===== config.mk =====
export PLATFORM = sky130hd
export DESIGN_NAME = port_packer
export DESIGN_NICKNAME = d
export VERILOG_FILES = /design/src/rtl/hydra_pkg.sv /design/src/rtl/page_fifo.sv /design/src/rtl/port_packer.sv
export SDC_FILE = /design/constraint.sdc
export NUM_CORES = 1
export LEC_CHECK = 0
export ABC_AREA = 1
export BUFFER_PORTS_ARGS = -buffer_cell sky130_fd_sc_hd__clkbuf_2
export CAP_MARGIN = 20
export CORE_MARGIN = 2
export CORE_UTILIZATION = 45
export DETAILED_ROUTE_END_ITERATION = 7
export SYNTH_ARGS = -nofsm -noshare
export SYNTH_HDL_FRONTEND = slang
export SYNTH_SLANG_ARGS = --single-unit

===== constraint.sdc =====
create_clock -name clk -period 7.9 [get_ports clk]
set_input_delay 0.79 -clock clk [delete_from_list [all_inputs] [get_ports clk]]
set_output_delay 0.79 -clock clk [all_outputs]
set_load 0.05 [all_outputs]

===== src/rtl/hydra_pkg.sv =====
// rtl/hydra_pkg.sv - shared widths and page metadata for the write-side datapath
package hydra_pkg;
  localparam int DATA_W = 16;
  localparam int WORDS  = 8;
  localparam int PAGE_W = DATA_W * WORDS;
  localparam int CNT_W  = 4;

  typedef struct packed {
    logic [CNT_W-1:0] cnt;
    logic             first;
    logic             last;
  } page_meta_t;
endpackage


===== src/rtl/page_fifo.sv =====
// rtl/page_fifo.sv - 2-entry valid/ready page queue with the head held in output registers
module page_fifo
  import hydra_pkg::*;
(
  input  logic              clk,
  input  logic              rst_n,
  input  logic              push_vld,
  input  logic [PAGE_W-1:0] push_data,
  input  page_meta_t        push_meta,
  output logic              full,
  output logic              pop_vld,
  input  logic              pop_rdy,
  output logic [PAGE_W-1:0] pop_data,
  output page_meta_t        pop_meta
);
  logic [1:0]        count;
  logic [PAGE_W-1:0] tail_data;
  page_meta_t        tail_meta;
  logic              push, pop;

  assign full    = (count == 2'd2);
  assign pop_vld = (count != 2'd0);
  assign pop     = pop_vld && pop_rdy;
  assign push    = push_vld && !full;

  always_ff @(posedge clk or negedge rst_n) begin
    if (!rst_n) begin
      count     <= 2'd0;
      pop_data  <= '0;
      pop_meta  <= '0;
      tail_data <= '0;
      tail_meta <= '0;
    end else begin
      // The head register drives the outputs; the tail only parks the second page.
      if (pop) begin
        if (count == 2'd2) begin
          pop_data <= tail_data;
          pop_meta <= tail_meta;
        end else if (push) begin
          pop_data <= push_data;
          pop_meta <= push_meta;
        end
      end else if (push) begin
        if (count == 2'd0) begin
          pop_data <= push_data;
          pop_meta <= push_meta;
        end else begin
          tail_data <= push_data;
          tail_meta <= push_meta;
        end
      end
      count <= count + {1'b0, push} - {1'b0, pop};
    end
  end
endmodule


===== src/rtl/port_packer.sv =====
// rtl/port_packer.sv - packs parser payload words into 128-bit pages and queues them
module port_packer #(
  parameter int DATA_W = hydra_pkg::DATA_W,
  parameter int WORDS  = hydra_pkg::WORDS,
  parameter int CNT_W  = hydra_pkg::CNT_W
) (
  input  logic                    clk,
  input  logic                    rst_n,
  input  logic                    in_vld,
  input  logic                    in_first,
  input  logic                    in_last,
  input  logic [DATA_W-1:0]       in_data,
  output logic                    in_rdy,
  output logic                    page_vld,
  input  logic                    page_rdy,
  output logic [DATA_W*WORDS-1:0] page_data,
  output logic [CNT_W-1:0]        page_cnt,
  output logic                    page_first,
  output logic                    page_last,
  output logic                    drop,
  output logic                    proto_err
);
  import hydra_pkg::*;

  localparam int IDX_W = $clog2(WORDS);
  localparam logic [IDX_W-1:0] LAST_IDX = IDX_W'(WORDS - 1);

  logic [IDX_W-1:0]        idx, eff_idx;
  logic [DATA_W-1:0]       slots [WORDS];
  logic                    asm_first;
  logic                    accept, restart, commit, fifo_full;
  logic [DATA_W*WORDS-1:0] asm_page;
  page_meta_t              asm_meta, head_meta;

  assign in_rdy  = !fifo_full;
  assign accept  = in_vld && in_rdy;
  // Only reachable mid-page: a word carrying in_last always commits, so asm_last never lingers.
  assign restart = accept && in_first && (idx != '0);
  assign eff_idx = restart ? '0 : idx;
  assign commit  = accept && (in_last || (eff_idx == LAST_IDX));

  always_comb begin
    asm_page = '0;
    for (int k = 0; k < WORDS; k++) begin
      if (k < int'(eff_idx))
        asm_page[k*DATA_W +: DATA_W] = slots[k];
      else if (k == int'(eff_idx))
        asm_page[k*DATA_W +: DATA_W] = in_data;
    end
  end

  assign asm_meta = {CNT_W'(eff_idx) + CNT_W'(1), in_first || (asm_first && !restart), in_last};

  always_ff @(posedge clk or negedge rst_n) begin
    if (!rst_n) begin
      idx       <= '0;
      asm_first <= 1'b0;
      drop      <= 1'b0;
      proto_err <= 1'b0;
      for (int k = 0; k < WORDS; k++) slots[k] <= '0;
    end else begin
      drop      <= in_vld && !in_rdy;
      proto_err <= restart;
      if (accept) begin
        slots[eff_idx] <= in_data;
        if (commit) begin
          idx       <= '0;
          asm_first <= 1'b0;
        end else begin
          idx       <= eff_idx + IDX_W'(1);
          asm_first <= in_first || (asm_first && !restart);
        end
      end
    end
  end

  page_fifo u_page_fifo (
    .clk       (clk),
    .rst_n     (rst_n),
    .push_vld  (commit),
    .push_data (asm_page),
    .push_meta (asm_meta),
    .full      (fifo_full),
    .pop_vld   (page_vld),
    .pop_rdy   (page_rdy),
    .pop_data  (page_data),
    .pop_meta  (head_meta)
  );

  assign page_cnt   = head_meta.cnt;
  assign page_first = head_meta.first;
  assign page_last  = head_meta.last;
endmodule


==> impl_metrics.py, run 1 <==
metrics = {
    "clocking": {
        "cts_hold_buffers": 0,
        "cts_tree": "yes",
        "path_clk_slew_ns": 0.06,
        "htree_levels": 2,
        "cts_resized": 0,
        "cts_made_buffers": 42,
        "cts_buffer_depth": 3,
        "cts.sinks": 388,
        "root_buffer": "clkbuf_16",
        "cts_setup_buffers": 0,
        "clk_latency_ns": 0.56,
    },
    "synthesis": {
        "syn_inst": 2307,
        "synthesis.nets": 2337,
        "synth_fa_ha_area_share_pct": 0.554,
        "muxShareOfSynthArea_pct": 0,
        "dominantRegCellSynth": "dfrtp_1",
        "synthArstFlopShare_pct": 100,
        "synth-simple-area-share_pct": 30.4,
        "synth.top_cell.area_share_pct": 53.8,
        "synth_edf_count": 0,
        "synth_xor_area_share_pct": 0.0970,
        "synth_top_family_by_area": "simple AND/OR/NAND/NOR gates",
        "synth_seq_cells": 388,
        "synth_top_area_cell": "dfrtp_1",
        "synthTopCellsByArea": "dfrtp_1 54%, nand2_1 17%, nor2_1 7.1%",
        "synth_compound_area_share_pct": 9.13,
        "avgSynthCellArea_um2": 7.83,
        "mappedNetlistArea_um2": 18100,
        "ys_types": 31,
        "synth_warnings": 0,
        "ys_seq_area_share_pct": 53.8,
    },
    "critical_path": {
        "reg2regPathDepth": 13,
        "required_ns": 8.36,
        "criticalPathCategory": "reg2reg",
        "crit_start": "idx[0]$_DFFE_PN0P_",
        "reg2reg_slack_ns": 2.78,
        "cp.arrival_ns": 5.58,
        "crit_end": "u_page_fifo.tail_data[123]$_DFFE_PN0P_",
        "r2r_start": "idx[0]$_DFFE_PN0P_",
        "endpoint_kind": "flop",
        "cp_max_fo": 166,
        "r2r_end": "u_page_fifo.tail_data[123]$_DFFE_PN0P_",
        "startpoint_type": "flop",
    },
    "timing": {
        "timing.hold.ws_ns": 0.245,
        "timing.final.crit_share_pct": 64.8,
        "final.setup.tns_ns": 0,
        "slew_headroom_pct": 28.3,
        "worst_slew_pin_slew_ns": 1.08,
        "worst_clock_skew_ns": 0.0206,
        "fmax_mhz": 195,
        "layout_min_cycle_time_ns": 5.12,
        "slew_violations": 0,
        "finalHoldViolCount": 0,
        "rsz0062_at_grt": "no",
        "setup_viol": 0,
    },
    "run_status": {
        "status": "completed",
    },
    "pwr": {
        "power_density_nw_per_um2": 431,
        "pwr-share-comb_pct": 40.9,
        "irDropWorstVdd_v": 0.000246,
        "p_sw_share_pct": 44.8,
        "internal_power_uw": 4820,
        "switchingPower_uw": 3910,
        "p_seq_share_pct": 37.2,
        "clockPowerShare_pct": 21.9,
        "p_leak_uw": 0.0109,
    },
    "drt": {
        "vias_per_cell": 5.23,
        "drc": 0,
        "drt_iter0_drc": 1297,
        "ant_nets": 0,
        "wirelength_mm": 50.6,
        "wire_per_inst_um": 17.4,
        "vias": 15253,
        "dr.pass1.iters": 5,
    },
    "global_routing": {
        "grt_pass1_vias": 14612,
        "use_met1_pct": 35.5,
        "met2_usage_pct": 38.9,
        "grt_pass1_wl_mm": 81.5,
        "grt_use_met3_pct": 3.40,
        "antenna_found_initial": 1,
        "grt.overflow.total": 0,
        "grt_usage_pct": 24.8,
        "grt_max_degree": 167,
        "top_usage_layer": "met2",
    },
    "cells_and_area": {
        "final_common_cell": "nand2_1",
        "diodes": 0,
        "syn_to_final_growth_pct": 12.3,
        "mostFrequentLayoutCells": "817 x nand2_1, 388 x dfrtp_1, 340 x nor2_1",
        "nets": 2392,
        "drive_gt1_share_pct": 10.9,
    },
    "die": {
        "die_x_um": 204,
        "coreArea_um2": 39600,
        "ios": 160,
        "die_area_um2": 41700,
        "start_util_pct": 45.5,
        "die_h_um": 204,
        "rows": 73,
    },
    "place": {
        "hpwl_mm": 31.0,
        "gp_congestion": 0.813,
        "portBuffers": 159,
    },
    "run": {
        "maxCapViolations": 0,
    },
    "hold_path": {
        "hold_class": "in2async",
    },
}
-- metrics by stage --
| step | util [%] | total power (µW) | instance area, µm² | setup slack [ns] | instances |
|---|---|---|---|---|---|
| floorplan | - | 5960 | 18100 | 5.08 | 2307 |
| global placement | 47.7 | 6780 | 18900 | 2.77 | 2840 |
| detailed placement | 47.7 | 6840 | 18900 | 2.64 | 2841 |
| CTS | 51.0 | 8800 | 20200 | 2.78 | 2912 |
| global route | 51.1 | 9340 | 20300 | 2.26 | 2914 |
| finish | 51.1 | 8730 | 20300 | 2.78 | 2914 |
-- metal layers --
metal	share of wire [%]	routed length, µm	vias up
li1	-	-	7484
met5	0	0	-
met3	5.4	2740	87
met2	46	23200	411
met4	2.9	1450	0
met1	46	23200	7271
-- sequential cells by signal, summed over array words and instances (netlist names) --
register               count
drop                       1
proto_err                  1
idx                        3
u_page_fifo.tail_data    128
u_page_fifo.pop_meta       6
u_page_fifo.count          2
asm_first                  1
u_page_fifo.pop_data     128
slots                    112
u_page_fifo.tail_meta      6
-- how the worst min path moves through the flow --
| stage | start | to | slack (ns) | cells past startpoint |
|---|---|---|---|---|
| finish | rst_n | u_page_fifo.pop_data[114]$_DFFE_PN0P_ | 0.24 | 1 |
| global route | rst_n | u_page_fifo.pop_data[114]$_DFFE_PN0P_ | 0.33 | 1 |
| CTS | rst_n | u_page_fifo.pop_data[115]$_DFFE_PN0P_ | 0.30 | 1 |
| detailed placement | u_page_fifo.pop_data[8]$_DFFE_PN0P_ | u_page_fifo.pop_data[8]$_DFFE_PN0P_ | 0.46 | 2 |
| global placement | u_page_fifo.tail_data[113]$_DFFE_PN0P_ | u_page_fifo.tail_data[113]$_DFFE_PN0P_ | 0.46 | 2 |
| floorplan | u_page_fifo.tail_data[112]$_DFFE_PN0P_ | u_page_fifo.tail_data[112]$_DFFE_PN0P_ | 0.45 | 2 |
-- power by group through the flow --
stage	Clock [µW]	Combinational [µW]	Sequential, µW
6_report	1910	3570	3250
2_1_floorplan	0	1840	4120
3_3_place_gp	0	3520	3260
5_1_grt	2040	3960	3340
3_5_place_dp	0	3570	3270
4_1_cts	1960	3590	3250
-- Yosys cell counts, types with 16 or more instances --
cell type,n
a21oi_1,69
a31oi_1,48
buf_2,68
buf_4,20
clkbuf_1,62
dfrtp_1,388
inv_1,79
nand2_1,817
nand3_1,149
nand4_1,33
nor2_1,340
o211ai_1,16
o21ai_0,149
-- final cells by class --
class                   instances  area [µm²]
multi-input cells            1669        7280
fillers                      3889       19400
flip-flops and latches        388        9710
clock inverters                 6        58.8
clock buffers                  65        1260
inverters                      89         339
well taps                     525         657
repair buffers                172         976
-- kinds of logic after synthesis --
logic type,after synthesis
simple gates,1356
fa+ha+maj,8
buf+inv,250
flops,388
compound gates,303
xor+xnor,2
-- worst max-delay path, cell delays in order (launching register included) --
cell and delay, ns:
dfrtp_1 0.67, inv_1 0.39, nand3_1 0.59, nand2_1 0.24
inv_1 0.07, nor2_1 0.19, ha_1 0.22, ha_1 0.68
o21ai_4 0.19, nor2_4 0.14, buf_12 0.53, inv_2 0.12
buf_4 0.46, o21ai_0 0.36
Power figures use the tool's default switching activity.
==> run 2, diff against run 1 <==
==> constraint.sdc (replaced) <==
create_clock -name clk -period 5.09 [get_ports clk]
set_input_delay 0.509 -clock clk [delete_from_list [all_inputs] [get_ports clk]]
set_output_delay 0.509 -clock clk [all_outputs]
set_load 0.05 [all_outputs]
==> run 2 against run 1 <==
Via count is 0.93% higher. Clock skew is 0.0074 ns lower. Fmax is 23% higher. Total power is 57% higher. Flip-flop and latch count stayed put. Register-to-register slack worse by 1.8 ns. Clock power is 60% higher. Count of clock-buffer cells in the layout is 5 higher. Sequential share of layout area is 0.47 points lower.
==> impl_metrics.py, run 2 (same netlist as run 1, synthesis figures left out) <==
metrics = {
    "critical_path": {
        "startpoint_type": "flop",
        "endpoint_kind": "flop",
        "r2r_start": "idx[0]$_DFFE_PN0P_",
        "cp_max_fo": 54,
        "criticalPathCategory": "reg2reg",
        "reg2regPathDepth": 15,
        "crit_end": "u_page_fifo.pop_data[83]$_DFFE_PN0P_",
        "reg2reg_slack_ns": 0.93,
        "r2r_end": "u_page_fifo.pop_data[83]$_DFFE_PN0P_",
        "cp_cell_sequence": "inv_1, nand3_1, buf_4, nand2_1, inv_1, nor2_1, ha_1, ha_1, o21ai_4, nand2_1, nand2_8, buf_4, nor2_1, nand2_1, nand2_1",
        "required_ns": 5.53,
        "cp.arrival_ns": 4.60,
        "cp_slowest_cell": "dfrtp_1",
        "critical_path_buf_inv_count": 4,
        "path_delay_family": "buffers and inverters",
        "slowest_delay_ns": 0.87,
        "cp.depth": 15,
        "crit_start": "idx[0]$_DFFE_PN0P_",
        "cp_common_cell": "nand2_1",
    },
    "place": {
        "dp_cells": 2856,
        "portBuffers": 159,
        "gp_congestion": 0.802,
        "hpwl_mm": 32.3,
    },
    "run": {
        "maxCapViolations": 0,
    },
    "cells_and_area": {
        "mostFrequentLayoutCells": "817 x nand2_1, 388 x dfrtp_1, 340 x nor2_1",
        "final_common_cell": "nand2_1",
        "diodes": 0,
        "reg.largest.list": "u_page_fifo.pop_data x128, u_page_fifo.tail_data x128, slots x112",
        "fin_cells": 2933,
        "nets": 2409,
        "drive_gt1_share_pct": 11.5,
        "fillCellCount": 3859,
        "syn_to_final_growth_pct": 13.4,
    },
    "timing": {
        "timing.final.crit_share_pct": 81.8,
        "finalHoldViolCount": 0,
        "worst_clock_skew_ns": 0.0132,
        "rsz0062_at_grt": "no",
        "slew_violations": 0,
        "layout_min_cycle_time_ns": 4.16,
        "final.setup.tns_ns": 0,
        "worst_slew_pin_slew_ns": 1.04,
        "slew_headroom_pct": 30.5,
        "fmax_mhz": 240,
        "setup_viol": 0,
    },
    "clocking": {
        "cts_hold_buffers": 1,
        "clk_latency_ns": 0.56,
        "cts_resized": 0,
        "htree_levels": 2,
        "root_buffer": "clkbuf_16",
        "path_clk_slew_ns": 0.06,
        "cts_tree": "yes",
        "cts_buffer_depth": 3,
        "cts_made_buffers": 43,
        "cts.sinks": 388,
        "cts_setup_buffers": 0,
    },
    "pwr": {
        "p_seq_share_pct": 36.7,
        "internal_power_uw": 7590,
        "clockPowerShare_pct": 22.3,
        "irDropWorstVdd_v": 0.000384,
        "pwr-share-comb_pct": 41.1,
        "switchingPower_uw": 6120,
        "p_leak_uw": 0.0110,
        "power_density_nw_per_um2": 670,
        "p_sw_share_pct": 44.6,
    },
    "hold_path": {
        "hold_class": "in2reg",
    },
    "die": {
        "die_h_um": 204,
        "start_util_pct": 45.5,
        "coreArea_um2": 39600,
        "rows": 73,
        "die_x_um": 204,
        "ios": 160,
        "die_area_um2": 41700,
    },
    "drt": {
        "drc": 0,
        "wirelength_mm": 52.2,
        "drt_iter0_drc": 1430,
        "wire_per_inst_um": 17.8,
        "vias": 15395,
        "dr.pass1.iters": 6,
        "ant_nets": 0,
        "vias_per_cell": 5.25,
    },
    "global_routing": {
        "grt_usage_pct": 25.5,
        "grt_pass1_wl_mm": 83.2,
        "grt.overflow.total": 0,
        "grt_max_degree": 122,
        "grt_pass1_vias": 14568,
        "antenna_found_initial": 0,
    },
    "run_status": {
        "status": "completed",
    },
}
==> run 2: metal layers <==
metal  part of all wire [%]  vias up  global-route usage (%)
li1                       -     7515                       -
met1                     45     7328                    36.2
met2                     46      472                    40.1
met3                    6.7       80                    4.48
met4                    2.6        0                    7.51
met5                      0        -                       0
==> run 2: power groups by stage <==
stage,clock network (µW),registers (µW),logic [µW]
after floorplan,0,6390,2860
after global placement,0,5040,5560
after detailed placement,0,5060,5640
after CTS,3120,5030,5670
after global routing,3250,5180,6250
final,3050,5030,5630
==> run 2: area by class of cell <==
cell class	count	area (µm²)	area share [%]
multi-input combinational	1669	7280	35.5
inverter	89	339	1.66
clock buffer	70	1320	6.45
timing repair buffer	188	1130	5.51
sequential	388	9710	47.4
clock inverter	4	45.0	0.220
tap	525	657	3.21
==> run 2: per-stage QoR <==
step                      hold slack [ns]  power, µW  worst slack, ns  utilization (%)  cell area [µm²]
after floorplan                     0.213       9260             2.35                -            18100
after global placement              0.462      10600             1.05             48.1            19100
after detailed placement            0.465      10700            0.992             48.1            19100
after CTS                           0.249      13800            0.969             51.5            20400
after global routing                0.266      14700            0.628             51.7            20500
final                               0.280      13700            0.928             51.7            20500
==> run 2: worst min path at each step <==
stage / slack [ns] / endpoint / from / cells after the start
final: 0.28 / drop$_DFF_PN0_ / in_vld / 3
after global routing: 0.27 / drop$_DFF_PN0_ / in_vld / 3
after CTS: 0.25 / drop$_DFF_PN0_ / in_vld / 3
after detailed placement: 0.47 / u_page_fifo.pop_data[27]$_DFFE_PN0P_ / u_page_fifo.pop_data[27]$_DFFE_PN0P_ / 2
after global placement: 0.46 / u_page_fifo.tail_data[61]$_DFFE_PN0P_ / u_page_fifo.tail_data[61]$_DFFE_PN0P_ / 2
after floorplan: 0.21 / asm_first$_DFFE_PN0P_ / rst_n / 0
==> run 2: worst register-to-register path, delay by kind of cell, from the launching register on <==
kind | cells | cell delay (ns)
fa+ha+maj | 2 | 0.67
simple gates | 8 | 1.05
flops | 1 | 0.87
buf+inv | 4 | 1.10
compound gates | 1 | 0.37
==> run 3, diff against run 2 <==
==> constraint.sdc (replaced) <==
create_clock -name clk -period 4.4 [get_ports clk]
set_input_delay 0.44 -clock clk [delete_from_list [all_inputs] [get_ports clk]]
set_output_delay 0.44 -clock clk [all_outputs]
set_load 0.05 [all_outputs]
==> run 3 against run 2 <==
Flip-flop and latch count unchanged. First-iteration DRC count down 7.6%. Register-to-register slack better by 0.06 ns. Hold slack worse by 0.095 ns. Count of clock-buffer cells in the layout down 5. Sequential share of layout area down 0.25 points. Critical endpoint is now u_page_fifo.pop_data[53]$_DFFE_PN0P_. Largest power group unchanged.
==> impl_metrics.py, run 3 (same netlist as run 1, synthesis figures left out) <==
metrics = {
    "run_status": {
        "status": "completed",
    },
    "cells_and_area": {
        "final_common_cell": "nand2_1",
        "mostFrequentLayoutCells": "817 x nand2_1, 388 x dfrtp_1, 340 x nor2_1",
        "nets": 2412,
        "syn_to_final_growth_pct": 14.0,
        "fillCellCount": 3820,
        "multiInputGateArea_um2": 7280,
        "reg.largest.list": "u_page_fifo.pop_data x128, u_page_fifo.tail_data x128, slots x112",
        "regArea_um2": 9710,
        "diodes": 0,
        "drive_gt1_share_pct": 11.9,
    },
    "run": {
        "maxCapViolations": 0,
    },
    "clocking": {
        "cts_made_buffers": 43,
        "cts_tree": "yes",
        "root_buffer": "clkbuf_16",
        "clk_latency_ns": 0.56,
        "cts.sinks": 388,
        "path_clk_slew_ns": 0.06,
        "htree_levels": 2,
        "cts_setup_buffers": 0,
        "cts_buffer_depth": 3,
    },
    "drt": {
        "ant_nets": 0,
        "drc": 0,
        "dr.pass1.iters": 6,
        "vias_per_cell": 5.29,
        "wire_per_inst_um": 17.8,
        "drt_iter0_drc": 1322,
        "wirelength_mm": 52.2,
        "vias": 15533,
    },
    "die": {
        "coreArea_um2": 39600,
        "die_h_um": 204,
        "rows": 73,
        "start_util_pct": 45.5,
        "die_x_um": 204,
        "die_area_um2": 41700,
        "ios": 160,
    },
    "place": {
        "gp_congestion": 0.821,
        "place_ws_ns": 0.950,
        "portBuffers": 159,
        "hpwl_mm": 31.9,
    },
    "pwr": {
        "irDropWorstVdd_v": 0.000335,
        "power_density_nw_per_um2": 778,
        "p_leak_uw": 0.0111,
    },
    "timing": {
        "slew_headroom_pct": 30.5,
        "rsz0062_at_grt": "no",
        "slew_violations": 0,
        "worst_clock_skew_ns": 0.0207,
        "worst_slew_pin_slew_ns": 1.04,
        "timing.final.crit_share_pct": 77.5,
        "finalWorstSetupSlack_ns": 0.990,
        "layout_min_cycle_time_ns": 3.41,
        "setup_viol": 0,
        "final.setup.tns_ns": 0,
        "finalHoldViolCount": 0,
        "fmax_mhz": 293,
    },
    "critical_path": {
        "startpoint_type": "flop",
        "criticalPathCategory": "reg2reg",
        "reg2reg_slack_ns": 0.99,
        "cp_max_fo": 92,
        "reg2regPathDepth": 12,
        "slowest_delay_ns": 0.52,
        "cp_slowest_cell": "nand2_8",
        "r2r_start": "u_page_fifo.count[1]$_DFF_PN0_",
        "cp.arrival_ns": 3.89,
        "endpoint_kind": "flop",
        "cp_cell_sequence": "nand2_4, nand3_4, nand2_1, inv_2, ha_1, ha_1, o21ai_4, nand2_1, nand2_8, buf_4, a21oi_1, a21oi_1",
        "required_ns": 4.88,
        "r2r_end": "u_page_fifo.pop_data[53]$_DFFE_PN0P_",
    },
    "global_routing": {
        "grt_max_degree": 166,
        "grt_usage_pct": 25.6,
        "antenna_found_initial": 0,
        "grt_pass1_wl_mm": 83.7,
        "grt_pass1_vias": 14967,
        "grt.overflow.total": 0,
    },
    "hold_path": {
        "min_path_cells": 3,
        "hold_class": "in2reg",
        "worstHoldEndpoint": "drop$_DFF_PN0_",
        "hp-start": "in_vld",
    },
}
[run 3: cell count changes in the layout (fill, tap and decap cells not counted), sizes merged]
cell,previous run,this run
clkbuf,228,223
clkinv,3,8
clkinvlp,0,1
buf,29,32
bufinv,1,2
[run 3: routing by layer]
layer,global-route usage [%],routed length (µm),up-vias
met5,0,0,-
met2,40.3,23600,485
met3,4.21,3160,97
met1,36.3,23900,7422
met4,8.39,1630,0
li1,-,-,7529
[run 3: worst max-delay path, delay by kind of cell (launching register included)]
kind,cells,cell delay (ns)
compound gates,3,0.49
fa+ha+maj,2,0.46
buf+inv,2,0.49
flops,1,0.42
simple gates,5,1.45
[run 3: final cells by class]
type | instances | area share, %
flip-flops and latches | 388 | 47.2
repair buffers | 191 | 5.70
clock buffers | 65 | 6.42
multi-input cells | 1669 | 35.3
inverters | 89 | 1.65
clock inverters | 11 | 0.523
well taps | 525 | 3.19
[run 3: timing repair]
action	in CTS	in global routing
hold buffers	1	0
endpoints found under the setup margin	0	0
endpoints found under the hold margin	76	0
resized for setup	0	0
[run 3: how the worst max path moves through the flow]
| stage | start | to | slack (ns) | cells past startpoint |
|---|---|---|---|---|
| after floorplan | idx[2]$_DFFE_PN0P_ | u_page_fifo.pop_data[30]$_DFFE_PN0P_ | 1.66 | 17 |
| after global placement | in_vld | u_page_fifo.pop_data[86]$_DFFE_PN0P_ | 1.06 | 13 |
| after detailed placement | in_vld | u_page_fifo.pop_data[56]$_DFFE_PN0P_ | 0.95 | 12 |
| after CTS | u_page_fifo.count[1]$_DFF_PN0_ | u_page_fifo.pop_data[56]$_DFFE_PN0P_ | 0.97 | 12 |
| after global routing | u_page_fifo.count[1]$_DFF_PN0_ | u_page_fifo.pop_data[61]$_DFFE_PN0P_ | 0.72 | 12 |
| final | u_page_fifo.count[1]$_DFF_PN0_ | u_page_fifo.pop_data[53]$_DFFE_PN0P_ | 0.99 | 12 |
[run 3: through the flow]
| stage | power [µW] | cell area [µm²] | util, % | instances | hold WS, ns |
|---|---|---|---|---|---|
| CTS | 16100 | 20500 | 51.8 | 2936 | 0.160 |
| global route | 17100 | 20600 | 51.9 | 2938 | 0.165 |
| finish | 16000 | 20600 | 51.9 | 2938 | 0.186 |
| global placement | 12300 | 19100 | 48.2 | 2859 | 0.461 |
| detailed placement | 12400 | 19100 | 48.2 | 2859 | 0.465 |
| floorplan | 10700 | 18100 | - | 2307 | 0.144 |
[run 3: power breakdown]
part           leakage (µW)  switching, µW  internal [µW]
sequential          0.00489            772           5000
clock              0.000710           1470           2180
combinational       0.00549           4870           1720
